`config.mk`:
```
export PLATFORM = sky130hd
export DESIGN_NAME = fetch_redirect_flat
export DESIGN_NICKNAME = d
export VERILOG_FILES = /design/src/rtl/fetch_redirect_if.sv /design/src/rtl/fetch_redirect.sv /design/src/flat_wrapper.sv
export SDC_FILE = /design/constraint.sdc
export NUM_CORES = 1
export LEC_CHECK = 0
export BUFFER_PORTS_ARGS = -buffer_cell sky130_fd_sc_hd__buf_4
export CELL_PAD_IN_SITES_DETAIL_PLACEMENT = 1
export CELL_PAD_IN_SITES_GLOBAL_PLACEMENT = 2
export CORE_MARGIN = 5
export CORE_UTILIZATION = 34
export DETAILED_ROUTE_END_ITERATION = 16
export PLACE_DENSITY = 0.76
export SYNTH_ARGS = -nofsm -noshare
export SYNTH_HDL_FRONTEND = slang
export SYNTH_SLANG_ARGS = --single-unit
```
`constraint.sdc`:
```
create_clock -name clk -period 1.9 [get_ports clk]
set_input_delay 0 -clock clk [delete_from_list [all_inputs] [get_ports clk]]
set_output_delay 0 -clock clk [all_outputs]
set_load 0.02 [all_outputs]
```
`src/rtl/fetch_redirect_if.sv`:
```
// fetch_redirect_if
//   Bundles the fetch-stage signals exchanged between fetch_redirect and its
//   environment: decode stall, BTB lookup result, EX branch resolution,
//   fetch PC / flush outputs and the BTB update request.
//   master : the fetch_redirect side (drives pc, flush, upd_*)
//   slave  : the environment side (drives stall, btb_*, ex_*)
interface fetch_redirect_if;
    logic        stall;
    logic        btb_hit;
    logic [15:0] btb_target;
    logic        ex_is_br;
    logic        ex_taken;
    logic [15:0] ex_target;
    logic [15:0] pc;
    logic        flush;
    logic        upd_en;
    logic [15:0] upd_pc;
    logic [15:0] upd_target;
    logic        upd_taken;

    modport master (
        input  stall, btb_hit, btb_target, ex_is_br, ex_taken, ex_target,
        output pc, flush, upd_en, upd_pc, upd_target, upd_taken
    );

    modport slave (
        output stall, btb_hit, btb_target, ex_is_br, ex_taken, ex_target,
        input  pc, flush, upd_en, upd_pc, upd_target, upd_taken
    );
endinterface

```
`src/rtl/fetch_redirect.sv`:
```
// fetch_redirect
//   Owns the fetch PC, steers it from the same-cycle BTB result, carries each
//   prediction through IF/ID and ID/EX, and on EX resolution checks it:
//   a mispredict redirects the PC, flushes the two younger slots and the
//   resolved outcome is sent back to the BTB as a registered update request.
// Ports
//   clk    : clock, all state on posedge
//   rst_n  : asynchronous active-low reset
//   bus    : fetch_redirect_if.master
//            in : stall, btb_hit, btb_target, ex_is_br, ex_taken, ex_target
//            out: pc, flush, upd_en, upd_pc, upd_target, upd_taken
module fetch_redirect (
    input  logic             clk,
    input  logic             rst_n,
    fetch_redirect_if.master bus
);
    logic [15:0] pc_reg, pc_next;

    // IF/ID tracking
    logic        v1_reg, pt1_reg;
    logic [15:0] pc1_reg, ptgt1_reg;
    // ID/EX tracking
    logic        v2_reg, pt2_reg;
    logic [15:0] pc2_reg, ptgt2_reg;

    logic        upd_en_reg, upd_taken_reg;
    logic [15:0] upd_pc_reg, upd_target_reg;

    logic        act_taken;
    logic        mp;
    logic        upd_fire;
    logic [15:0] correct_pc;

    // Only a valid EX slot may resolve; a bubble ignores the ex_* inputs.
    assign act_taken  = bus.ex_is_br & bus.ex_taken;
    // Direction mismatch covers both a missed taken branch and a BTB alias on
    // a non-branch (act_taken = 0 while pt2 = 1).
    assign mp         = v2_reg & ((act_taken != pt2_reg) |
                                  (act_taken & (bus.ex_target != ptgt2_reg)));
    // Every taken branch refreshes its entry; any predicted-taken slot that
    // was wrong about direction weakens it.
    assign upd_fire   = v2_reg & (pt2_reg | act_taken);
    assign correct_pc = act_taken ? bus.ex_target : pc2_reg + 16'd1;

    always_comb begin
        pc_next = pc_reg + 16'd1;
        if (mp)
            pc_next = correct_pc;
        else if (bus.stall)
            pc_next = pc_reg;
        else if (bus.btb_hit)
            pc_next = bus.btb_target;
    end

    always_ff @(posedge clk or negedge rst_n) begin
        if (!rst_n) begin
            pc_reg         <= 16'h0000;
            v1_reg         <= 1'b0;
            pt1_reg        <= 1'b0;
            pc1_reg        <= 16'h0000;
            ptgt1_reg      <= 16'h0000;
            v2_reg         <= 1'b0;
            pt2_reg        <= 1'b0;
            pc2_reg        <= 16'h0000;
            ptgt2_reg      <= 16'h0000;
            upd_en_reg     <= 1'b0;
            upd_taken_reg  <= 1'b0;
            upd_pc_reg     <= 16'h0000;
            upd_target_reg <= 16'h0000;
        end else begin
            pc_reg     <= pc_next;
            upd_en_reg <= upd_fire;
            if (upd_fire) begin
                upd_pc_reg     <= pc2_reg;
                upd_target_reg <= bus.ex_target;
                upd_taken_reg  <= act_taken;
            end

            if (mp) begin
                // Redirect wins over stall: squash both younger slots.
                v1_reg <= 1'b0;
                v2_reg <= 1'b0;
            end else if (bus.stall) begin
                // IF/ID holds, EX receives a bubble.
                v2_reg <= 1'b0;
            end else begin
                v1_reg    <= 1'b1;
                pc1_reg   <= pc_reg;
                pt1_reg   <= bus.btb_hit;
                ptgt1_reg <= bus.btb_target;
                v2_reg    <= v1_reg;
                pc2_reg   <= pc1_reg;
                pt2_reg   <= pt1_reg;
                ptgt2_reg <= ptgt1_reg;
            end
        end
    end

    assign bus.pc         = pc_reg;
    assign bus.flush      = mp;
    assign bus.upd_en     = upd_en_reg;
    assign bus.upd_pc     = upd_pc_reg;
    assign bus.upd_target = upd_target_reg;
    assign bus.upd_taken  = upd_taken_reg;
endmodule

```
`src/flat_wrapper.sv`:
```
// flat-port wrapper written by rule: the top's interface ports become plain ports
module fetch_redirect_flat 
  (clk, rst_n, bus_stall, bus_btb_hit, bus_btb_target, bus_ex_is_br, bus_ex_taken, bus_ex_target, bus_pc, bus_flush, bus_upd_en, bus_upd_pc, bus_upd_target, bus_upd_taken);
  fetch_redirect_if bus_i ();
  input  logic clk;
  input  logic rst_n;
  input wire logic [$bits(bus_i.stall)-1:0] bus_stall;
  input wire logic [$bits(bus_i.btb_hit)-1:0] bus_btb_hit;
  input wire logic [$bits(bus_i.btb_target)-1:0] bus_btb_target;
  input wire logic [$bits(bus_i.ex_is_br)-1:0] bus_ex_is_br;
  input wire logic [$bits(bus_i.ex_taken)-1:0] bus_ex_taken;
  input wire logic [$bits(bus_i.ex_target)-1:0] bus_ex_target;
  output wire logic [$bits(bus_i.pc)-1:0] bus_pc;
  output wire logic [$bits(bus_i.flush)-1:0] bus_flush;
  output wire logic [$bits(bus_i.upd_en)-1:0] bus_upd_en;
  output wire logic [$bits(bus_i.upd_pc)-1:0] bus_upd_pc;
  output wire logic [$bits(bus_i.upd_target)-1:0] bus_upd_target;
  output wire logic [$bits(bus_i.upd_taken)-1:0] bus_upd_taken;
  assign bus_i.stall = bus_stall;
  assign bus_i.btb_hit = bus_btb_hit;
  assign bus_i.btb_target = bus_btb_target;
  assign bus_i.ex_is_br = bus_ex_is_br;
  assign bus_i.ex_taken = bus_ex_taken;
  assign bus_i.ex_target = bus_ex_target;
  assign bus_pc = bus_i.pc;
  assign bus_flush = bus_i.flush;
  assign bus_upd_en = bus_i.upd_en;
  assign bus_upd_pc = bus_i.upd_pc;
  assign bus_upd_target = bus_i.upd_target;
  assign bus_upd_taken = bus_i.upd_taken;
  fetch_redirect u_core (.clk(clk), .rst_n(rst_n), .bus(bus_i));
endmodule
```
==> results of run 1 <==
-- placed cells by master (no fill, tap or decap), drive strengths merged, types with 2 or more instances in the layout --
cell type / instances
dlygate4sd3: 35
nand4: 9
a22oi: 4
ha: 3
buf: 146
nor2: 23
mux2i: 19
xnor2: 23
nand3: 10
nand3b: 2
o21ai: 17
nor3: 12
nor4: 7
o21a: 3
mux2: 100
clkbuf: 28
and3: 2
xor2: 7
dfrtp: 118
nor2b: 2
a21oi: 15
a311oi: 3
nand2: 17
nand2b: 2
o22ai: 5
o41ai: 2
a211oi: 3
inv: 14
-- worst max-delay path by stage --
stage                                                start                               end  slack [ns]
after detailed placement  u_core.ptgt2_reg[15]$_DFFE_PN0P_    u_core.pc2_reg[14]$_DFFE_PN0P_       -0.19
after global routing       u_core.ptgt2_reg[6]$_DFFE_PN0P_  u_core.ptgt1_reg[14]$_DFFE_PN0P_       -0.20
after global placement    u_core.ptgt2_reg[15]$_DFFE_PN0P_    u_core.pc2_reg[14]$_DFFE_PN0P_       -0.10
final                      u_core.ptgt2_reg[6]$_DFFE_PN0P_     u_core.pc2_reg[1]$_DFFE_PN0P_       -0.15
after floorplan               u_core.bus.pc[5]$_DFFE_PN0P_     u_core.bus.pc[13]$_DFFE_PN0P_        0.02
after CTS                  u_core.ptgt2_reg[1]$_DFFE_PN0P_     u_core.pc2_reg[1]$_DFFE_PN0P_       -0.13
-- routing by layer --
metal	track usage, %	vias to the layer above	part of all wire [%]
li1	-	1978	-
met1	23.4	2171	44
met2	28.5	97	50
met3	3.93	20	4.0
met4	6.69	0	1.6
met5	0	-	0
-- power by group through the flow --
stage / combinational (mW) / sequential (mW) / clock (mW)
CTS: 5.88 / 4.61 / 3.05
global placement: 5.39 / 4.53 / 0
detailed placement: 5.58 / 4.62 / 0
finish: 5.90 / 4.62 / 2.98
global route: 6.35 / 4.77 / 3.17
floorplan: 2.64 / 5.14 / 0
-- worst max-delay path, stage by stage, from the launching register on --
cell and delay [ns]:
sky130_fd_sc_hd__dfrtp_1 0.40, sky130_fd_sc_hd__xnor2_1 0.20, sky130_fd_sc_hd__nand4_1 0.17, sky130_fd_sc_hd__nor4_2 0.36, sky130_fd_sc_hd__o211ai_1 0.14, sky130_fd_sc_hd__buf_6 0.18, sky130_fd_sc_hd__buf_12 0.17, sky130_fd_sc_hd__mux2_4 0.30
-- layout make-up --
type,count,area (um^2)
sequential,118,2950
fill,1758,8490
tap,220,275
clock buffer,28,537
clock inverter,2,12.5
timing repair buffer,181,1560
inverter,14,52.6
multi-input combinational,298,2580
-- kinds of logic after synthesis --
logic type | share of synthesized area [%]
xor+xnor | 4.65
simple gates | 8.00
fa+ha+maj | 0.665
buf+inv | 3.06
flops | 52.3
compound gates | 6.20
mux | 25.2
-- per-stage QoR --
step | area [um^2] | TNS, ns | cells | worst slack, ns | utilization (%)
2_1_floorplan | 5650 | 0 | 453 | 0.0176 | -
3_3_place_gp | 6850 | -4.65 | 787 | -0.104 | 41.6
3_5_place_dp | 6850 | -9.92 | 787 | -0.189 | 41.6
5_1_grt | 7980 | -12.54 | 861 | -0.204 | 48.5
4_1_cts | 7890 | -6.68 | 858 | -0.129 | 47.9
6_report | 7980 | -7.87 | 861 | -0.148 | 48.5
-- what timing repair did --
item / in CTS / in global routing
resized for setup: 20 / 15
hold buffers: 35 / 0
hold endpoints to repair: 162 / 0
buffers inserted: 5 / 4
pin swaps: 5 / 5
cloned: 3 / 0
endpoints found under the setup margin: 68 / 80
==> flow_summary.toml, run 1 <==
[status]
outcome = "finished with violations"
violations = "setup timing"

[hold_path]
min-delay-path-class = "in2reg"
worstHoldEndpoint = "u_core.pt1_reg$_DFFE_PN0P_"
hold-path-cell-count = 4
holdCritStartpoint = "bus_btb_hit"

[critical_path]
cp.arrival_ns = 2.34
timing.setup.critical_path_class = "reg2reg"
r2r_end = "u_core.pc2_reg[1]$_DFFE_PN0P_"
r2r_slack_ns = -0.15
cp-end-kind = "flop"
setup.worst_path.start_class = "flop"
required_time_of_the_worst_setup_path_ns = 2.20
r2r.worst_path.cells = 7
r2r-start = "u_core.ptgt2_reg[6]$_DFFE_PN0P_"
critPathMaxFanout = 19

[yosys]
netlist_top_cells_area = "sky130_fd_sc_hd__dfrtp_1, sky130_fd_sc_hd__mux2_2, sky130_fd_sc_hd__mux2_4"
syn_nets = 494
ys_warn_count = 0
yosys.cell_types.count = 40
synth.yosys.seq_area_share_pct = 52.3
mean_instance_size_in_the_synthesized_netlist_um2 = 12.5
synth-edff-count = 0
ys_ff_latch = 118
synth.most_common_cell = "sky130_fd_sc_hd__dfrtp_1"
post_synth_most_frequent_cells = "sky130_fd_sc_hd__dfrtp_1, sky130_fd_sc_hd__mux2_2, sky130_fd_sc_hd__mux2_4"
synth_cells = 453
synth_ff_type = "sky130_fd_sc_hd__dfrtp_1"
syn_area_mm2 = 0.00565
netlist.area_leader.share_pct = 52.3
synth-async-reset-ratio_pct = 100
yosysTopAreaCell = "sky130_fd_sc_hd__dfrtp_1"

[sta]
setup_ws_ns = -0.148
layout_worst_path_cycle_share_pct = 108
finalCriticalPeriod_ns = 2.05
setup_repair_after_global_routing_missed_its_margin = "true"
finalHoldWorstSlack_ns = 0.132
finalSetupViolations = 74
timing_max_transition_violations_final = 0
max_freq_mhz = 488
timing.max_slew.rel_slack_pct = 57.1
actual_slew_at_the_worst_max_slew_pin_ns = 0.644
skew_ns = 0.0127
timing_hold_violations_final = 0

[clock_network]
tritoncts_num_sinks = 118
clockBufferDepth = 2
cts_tree = "yes"
clk-insertion-delay-late_ns = 0.42
cts_max_level = 4
cts-buffers-inserted = 17
cts_root_buffer = "sky130_fd_sc_hd__clkbuf_16"
clkSlewWorstSetupHoldPaths_ns = 0.05

[power_and_ir_drop]
power.sequential.fraction_pct = 34.2
share_clk_of_total_power_pct = 22.1
power_density_mw_per_mm2 = 1690
pwr-share-comb_pct = 43.7
net-switching-power_mw = 4.67
design_power_total_mw = 13.5
internal_power_mw = 8.82
vdd_ir_drop_max_uv = 740
leakagePower_nw = 3.60
switching_share_pct = 34.6

[place]
routabilityCongestion = 0.824
number_of_buffer_cells_added_on_primary_ports = 88
hpwl_mm = 11.6

[floorplan]
row_count = 47
dieArea_mm2 = 0.0193
die_height_um = 139
core_region_area_mm2 = 0.0165
floorplan.io_pins = 89
die_width_um = 139
effective_utilization_at_floorplan_pct = 34.3

[global_routing]
grt_pass1_wl_mm = 26.5
grt_max_degree = 119
globalRoute.totalOverflow = 0
grt_antenna_before_repair = 0
grt.total_usage_pct = 17.7
first_global_vias = 4669

[routing]
num_vias = 4266
average_vias_per_placed_instance = 4.95
detail_route.wirelength_mm = 16.6
post_drt_wl_per_cell_um = 19.3
first_iter_violations = 154
drtAntennaViolNets = 0
dr.pass1.iters = 4
drcViolationCount = 0

[cells_and_area]
layout.nets = 671
antennaDiodeCount = 0
drive_above_1_share_pct = 44.5
area_growth_pct = 41.3

[job]
drv.max_cap_violation_count = 0
Power figures use the tool's default switching activity.
==> run 2, diff against run 1 <==
MAX_ROUTING_LAYER = met4   (was unset)
==> flow_summary.toml, run 2 (same netlist as run 1, synthesis figures left out) <==
[routing]
first_iter_violations = 172
drcViolationCount = 0
num_vias = 4282
drtAntennaViolNets = 0
post_drt_wl_per_cell_um = 19.3
dr.pass1.iters = 4
average_vias_per_placed_instance = 4.97
detail_route.wirelength_mm = 16.6

[place]
number_of_buffer_cells_added_on_primary_ports = 88
placed_cells_incl_taps = 787
routabilityCongestion = 0.837
hpwl_mm = 11.6

[sta]
actual_slew_at_the_worst_max_slew_pin_ns = 0.653
timing.max_slew.rel_slack_pct = 56.5
finalSetupViolations = 74
timing_hold_violations_final = 0
skew_ns = 0.00899
timing_max_transition_violations_final = 0
layout_worst_path_cycle_share_pct = 108
max_freq_mhz = 487
finalCriticalPeriod_ns = 2.05
setup_repair_after_global_routing_missed_its_margin = "true"
fin_setup_tns_ns = -8.56
setup_ws_ns = -0.153

[cells_and_area]
layout_common_cells = "sky130_fd_sc_hd__buf_4, sky130_fd_sc_hd__dfrtp_1, sky130_fd_sc_hd__mux2_2, sky130_fd_sc_hd__dlygate4sd3_1, sky130_fd_sc_hd__mux2_4"
antennaDiodeCount = 0
layout.nets = 671
area_growth_pct = 41.3
drive_above_1_share_pct = 44.5
count_of_placed_standard_cells_in_the_final_layout_fillers_left_out = 861
final_common_cell = "sky130_fd_sc_hd__buf_4"

[floorplan]
die_height_um = 139
row_count = 47
effective_utilization_at_floorplan_pct = 34.3
core_region_area_mm2 = 0.0165
die_width_um = 139
dieArea_mm2 = 0.0193
floorplan.io_pins = 89

[status]
violations = "setup timing"
outcome = "finished with violations"

[clock_network]
clkSlewWorstSetupHoldPaths_ns = 0.05
clk-insertion-delay-late_ns = 0.42
cts_max_level = 4
clockBufferDepth = 2
cts_tree = "yes"
tritoncts_num_sinks = 118
cts-buffers-inserted = 17
cts_root_buffer = "sky130_fd_sc_hd__clkbuf_16"

[global_routing]
grt_use_met1_pct = 23.4
use_met2_pct = 28.5
grt_pass1_wl_mm = 26.5
grt_most_used_layer = "met2"
first_global_vias = 4686
gr_layer_usage_met3_pct = 4.52
globalRoute.totalOverflow = 0
grt_max_degree = 119
grt.total_usage_pct = 18.3
grt_antenna_before_repair = 0

[hold_path]
hold-path-cell-count = 4
holdCritStartpoint = "bus_btb_hit"
worstHoldEndpoint = "u_core.pt1_reg$_DFFE_PN0P_"
min-delay-path-class = "in2reg"

[critical_path]
critical_path.cell_chain = "xnor2_1 -> nand4_1 -> nor4_2 -> o211ai_1 -> buf_6 -> buf_12 -> mux2_4"
timing.setup.critical_path_class = "reg2reg"
max_stage_delay_ns = 0.40
r2r_slack_ns = -0.15
crit_path_top_delay_cell = "sky130_fd_sc_hd__dfrtp_1"
required_time_of_the_worst_setup_path_ns = 2.20
cp-end-kind = "flop"
r2r.worst_path.cells = 7
critPathBufInv = 2
cp.arrival_ns = 2.35
setup.worst_path.start = "u_core.ptgt2_reg[6]$_DFFE_PN0P_"
r2r_end = "u_core.pc2_reg[1]$_DFFE_PN0P_"
r2r-start = "u_core.ptgt2_reg[6]$_DFFE_PN0P_"
critPathMaxFanout = 19
cpLargestDelayFamily = "simple AND/OR/NAND/NOR gates"
setup.worst_path.start_class = "flop"

[power_and_ir_drop]
design_power_total_mw = 13.5
vdd_ir_drop_max_uv = 741
leakagePower_nw = 3.60
power_density_mw_per_mm2 = 1690

[job]
drv.max_cap_violation_count = 0
run 2: worst max path at each step:
stage / slack [ns] / to / cells past startpoint
2_1_floorplan: 0.02 / u_core.bus.pc[13]$_DFFE_PN0P_ / 6
3_3_place_gp: -0.10 / u_core.pc2_reg[14]$_DFFE_PN0P_ / 7
3_5_place_dp: -0.19 / u_core.pc2_reg[14]$_DFFE_PN0P_ / 7
4_1_cts: -0.13 / u_core.pc2_reg[1]$_DFFE_PN0P_ / 8
5_1_grt: -0.20 / u_core.ptgt1_reg[14]$_DFFE_PN0P_ / 7
6_report: -0.15 / u_core.pc2_reg[1]$_DFFE_PN0P_ / 7
run 2: routing by layer:
metal  routed length, um  up-vias  part of all wire [%]
li1                    -     1980                     -
met1                7450     2200                    45
met3                 539       21                   3.2
met4                 262        0                   1.6
met5                   0        -                     0
met2                8360       81                    50
run 2: metrics by stage:
| step | hold slack, ns | instance area, um^2 | setup WS [ns] | utilization [%] |
|---|---|---|---|---|
| finish | 0.133 | 7980 | -0.153 | 48.5 |
| global route | 0.146 | 7980 | -0.203 | 48.5 |
| CTS | 0.108 | 7890 | -0.129 | 47.9 |
| detailed placement | 0.153 | 6850 | -0.189 | 41.6 |
| global placement | 0.146 | 6850 | -0.104 | 41.6 |
| floorplan | -0.296 | 5650 | 0.0176 | - |
run 2: worst min-delay path, cell delays in order:
cell	delay, ns
sky130_fd_sc_hd__buf_4	0.18
sky130_fd_sc_hd__nor2b_1	0.17
sky130_fd_sc_hd__inv_1	0.07
sky130_fd_sc_hd__o2bb2ai_1	0.07
run 2: area by class of cell:
cell class                 instances  area [um^2]
tap                              220          275
clock buffer                      28          537
sequential                       118         2950
inverter                          14         52.6
multi-input combinational        298         2580
fill                            1758         8490
timing repair buffer             181         1560
clock inverter                     2         12.5
run 2: what timing repair did:
| item | in CTS | in global routing |
|---|---|---|
| pin swaps | 5 | 5 |
| setup buffers | 5 | 4 |
| hold buffers | 35 | 0 |
| gates cloned | 3 | 0 |
| resized for setup | 20 | 15 |
| endpoints found under the hold margin | 162 | 0 |
| setup endpoints to repair | 68 | 80 |
run 2: report_power, final:
group	internal (mW)	switching [mW]
combinational	3.20	2.70
clock	1.89	1.10
sequential	3.73	0.894
total	8.82	4.69
==> run 3, diff against run 2 <==
ABC_CLOCK_PERIOD_IN_PS = 1900   (was unset)
CORE_UTILIZATION = 36   (was 34)
CTS_BUF_LIST = sky130_fd_sc_hd__clkbuf_4 sky130_fd_sc_hd__clkbuf_8   (was unset)
PLACE_DENSITY = 0.9   (was 0.76)
==> flow_summary.toml, run 3 (same netlist as run 1, synthesis figures left out) <==
[critical_path]
setup.worst_path.start_class = "flop"
cp-end-kind = "flop"
required_time_of_the_worst_setup_path_ns = 2.22
timing.setup.critical_path_class = "reg2reg"
cp.arrival_ns = 2.45
r2r.worst_path.cells = 7
critPathMaxFanout = 8

[routing]
post_drt_wl_per_cell_um = 20.7
num_vias = 4311
detail_route.wirelength_mm = 17.6
drcViolationCount = 0
first_iter_violations = 311
dr.pass1.iters = 5
drtAntennaViolNets = 0
average_vias_per_placed_instance = 5.08

[cells_and_area]
layout.nets = 669
area_growth_pct = 38.9
final_common_cell = "sky130_fd_sc_hd__buf_4"
final.fill_count = 1623
drive_above_1_share_pct = 45.8
layout_common_cells = "sky130_fd_sc_hd__buf_4, sky130_fd_sc_hd__dfrtp_1, sky130_fd_sc_hd__mux2_2, sky130_fd_sc_hd__dlygate4sd3_1, sky130_fd_sc_hd__mux2_4"
antennaDiodeCount = 0
post-route-util_pct = 51.2

[global_routing]
globalRoute.totalOverflow = 0
grt_pass1_wl_mm = 27.1
grt_antenna_before_repair = 0
grt_max_degree = 52
grt.total_usage_pct = 20.1
first_global_vias = 4832

[clock_network]
cts_root_buffer = "sky130_fd_sc_hd__clkbuf_8"
cts-buffers-inserted = 17
cts_tree = "yes"
cts_max_level = 4
clk-insertion-delay-late_ns = 0.45
clockBufferDepth = 2
tritoncts_num_sinks = 118
clkSlewWorstSetupHoldPaths_ns = 0.07

[power_and_ir_drop]
vdd_ir_drop_max_uv = 578
power_density_mw_per_mm2 = 1640
share_clk_of_total_power_pct = 16.3
internal_power_mw = 8.06
power.sequential.fraction_pct = 36.4
net-switching-power_mw = 4.79
switching_share_pct = 37.3
leakagePower_nw = 3.57
pwr-share-comb_pct = 47.3

[sta]
timing_hold_violations_final = 0
max_freq_mhz = 470
timing_max_transition_violations_final = 0
finalSetupViolations = 80
setup_ws_ns = -0.226
layout_worst_path_cycle_share_pct = 112
actual_slew_at_the_worst_max_slew_pin_ns = 0.675
timing.max_slew.rel_slack_pct = 55.0
finalCriticalPeriod_ns = 2.13
setup_repair_after_global_routing_missed_its_margin = "true"
fin_setup_tns_ns = -12.45
skew_ns = 0.0142

[floorplan]
row_count = 45
effective_utilization_at_floorplan_pct = 36.9
die_height_um = 135
core_region_area_mm2 = 0.0153
die_width_um = 135
dieArea_mm2 = 0.0183
floorplan.io_pins = 89

[place]
hpwl_mm = 11.9
place_worst_setup_slack_ns = -0.251
routabilityCongestion = 0.827
number_of_buffer_cells_added_on_primary_ports = 88

[status]
outcome = "finished with violations"
violations = "setup timing"

[hold_path]
min-delay-path-class = "in2async"

[job]
drv.max_cap_violation_count = 0
-- run 3: cell types whose count changed in the layout (fill, tap and decap cells not counted), moves of 4 or more --
cell and delta:
sky130_fd_sc_hd__xnor2_2 +6, sky130_fd_sc_hd__clkbuf_16 -17, sky130_fd_sc_hd__clkinv_2 +4, sky130_fd_sc_hd__xnor2_1 -6, sky130_fd_sc_hd__clkbuf_4 +5, sky130_fd_sc_hd__clkbuf_8 +11
sky130_fd_sc_hd__clkbuf_1 -4
-- run 3: final cells by class --
cell class                      instances  area, um^2  area share (%)
Clock inverter                          6        55.1           0.701
Inverter                               14        52.6           0.670
Tap cell                              211         264            3.36
Clock buffer                           23         285            3.63
Multi-Input combinational cell        298        2640            33.7
Sequential cell                       118        2950            37.6
Timing Repair Buffer                  179        1600            20.4
-- run 3: per-layer routing --
metal	global-route usage [%]	vias to the layer above	part of all wire, %
met1	25.3	2171	43
met4	7.17	0	2.3
li1	-	1973	-
met2	32.2	137	50
met5	-	-	0
met3	4.27	30	4.9
-- run 3: worst max-delay path, cell delays in order (launching register included) --
cell and delay (ns):
sky130_fd_sc_hd__dfrtp_1 0.43, sky130_fd_sc_hd__xnor2_2 0.23, sky130_fd_sc_hd__nand4_1 0.19, sky130_fd_sc_hd__nor4_4 0.30
sky130_fd_sc_hd__o211ai_1 0.18, sky130_fd_sc_hd__buf_6 0.21, sky130_fd_sc_hd__buf_12 0.16, sky130_fd_sc_hd__mux2_4 0.29
-- run 3: worst paths after layout --
check	start	end	slack (ns)
max in group asynchronous	rst_n	u_core.ptgt2_reg[1]$_DFFE_PN0P_	1.01
max reg2reg	u_core.ptgt2_reg[0]$_DFFE_PN0P_	u_core.pc2_reg[13]$_DFFE_PN0P_	-0.23
min in group clk	bus_btb_hit	u_core.pt1_reg$_DFFE_PN0P_	0.18
min	rst_n	u_core.bus.upd_pc[4]$_DFFE_PN0P_	0.12
max	u_core.ptgt2_reg[0]$_DFFE_PN0P_	u_core.pc2_reg[13]$_DFFE_PN0P_	-0.23
min reg2reg	u_core.bus.upd_taken$_DFFE_PN0P_	u_core.bus.upd_taken$_DFFE_PN0P_	0.49
-- run 3: through the flow --
| stage | area (um^2) | std cells | power, mW | hold WS (ns) |
|---|---|---|---|---|
| after floorplan | 5650 | 453 | 7.78 | -0.296 |
| after global placement | 6830 | 775 | 9.93 | 0.0653 |
| after detailed placement | 6830 | 775 | 10.2 | 0.0769 |
| after CTS | 7770 | 849 | 12.7 | 0.141 |
| after global routing | 7850 | 849 | 13.6 | 0.175 |
| final | 7850 | 849 | 12.9 | 0.124 |
-- run 3: power groups by stage --
stage | Clock (mW) | Sequential [mW] | Combinational, mW
floorplan | 0 | 5.14 | 2.64
global placement | 0 | 4.56 | 5.37
detailed placement | 0 | 4.66 | 5.56
CTS | 2.12 | 4.62 | 5.98
global route | 2.25 | 4.82 | 6.49
finish | 2.10 | 4.67 | 6.08
-- run 3: repair_timing --
action	4_1_cts	5_1_grt
gates cloned	5	0
gates resized for setup	30	16
endpoints found under the hold margin	92	0
buffers inserted	6	1
setup endpoints to repair	85	85
hold buffers	34	0
pin swaps	5	5
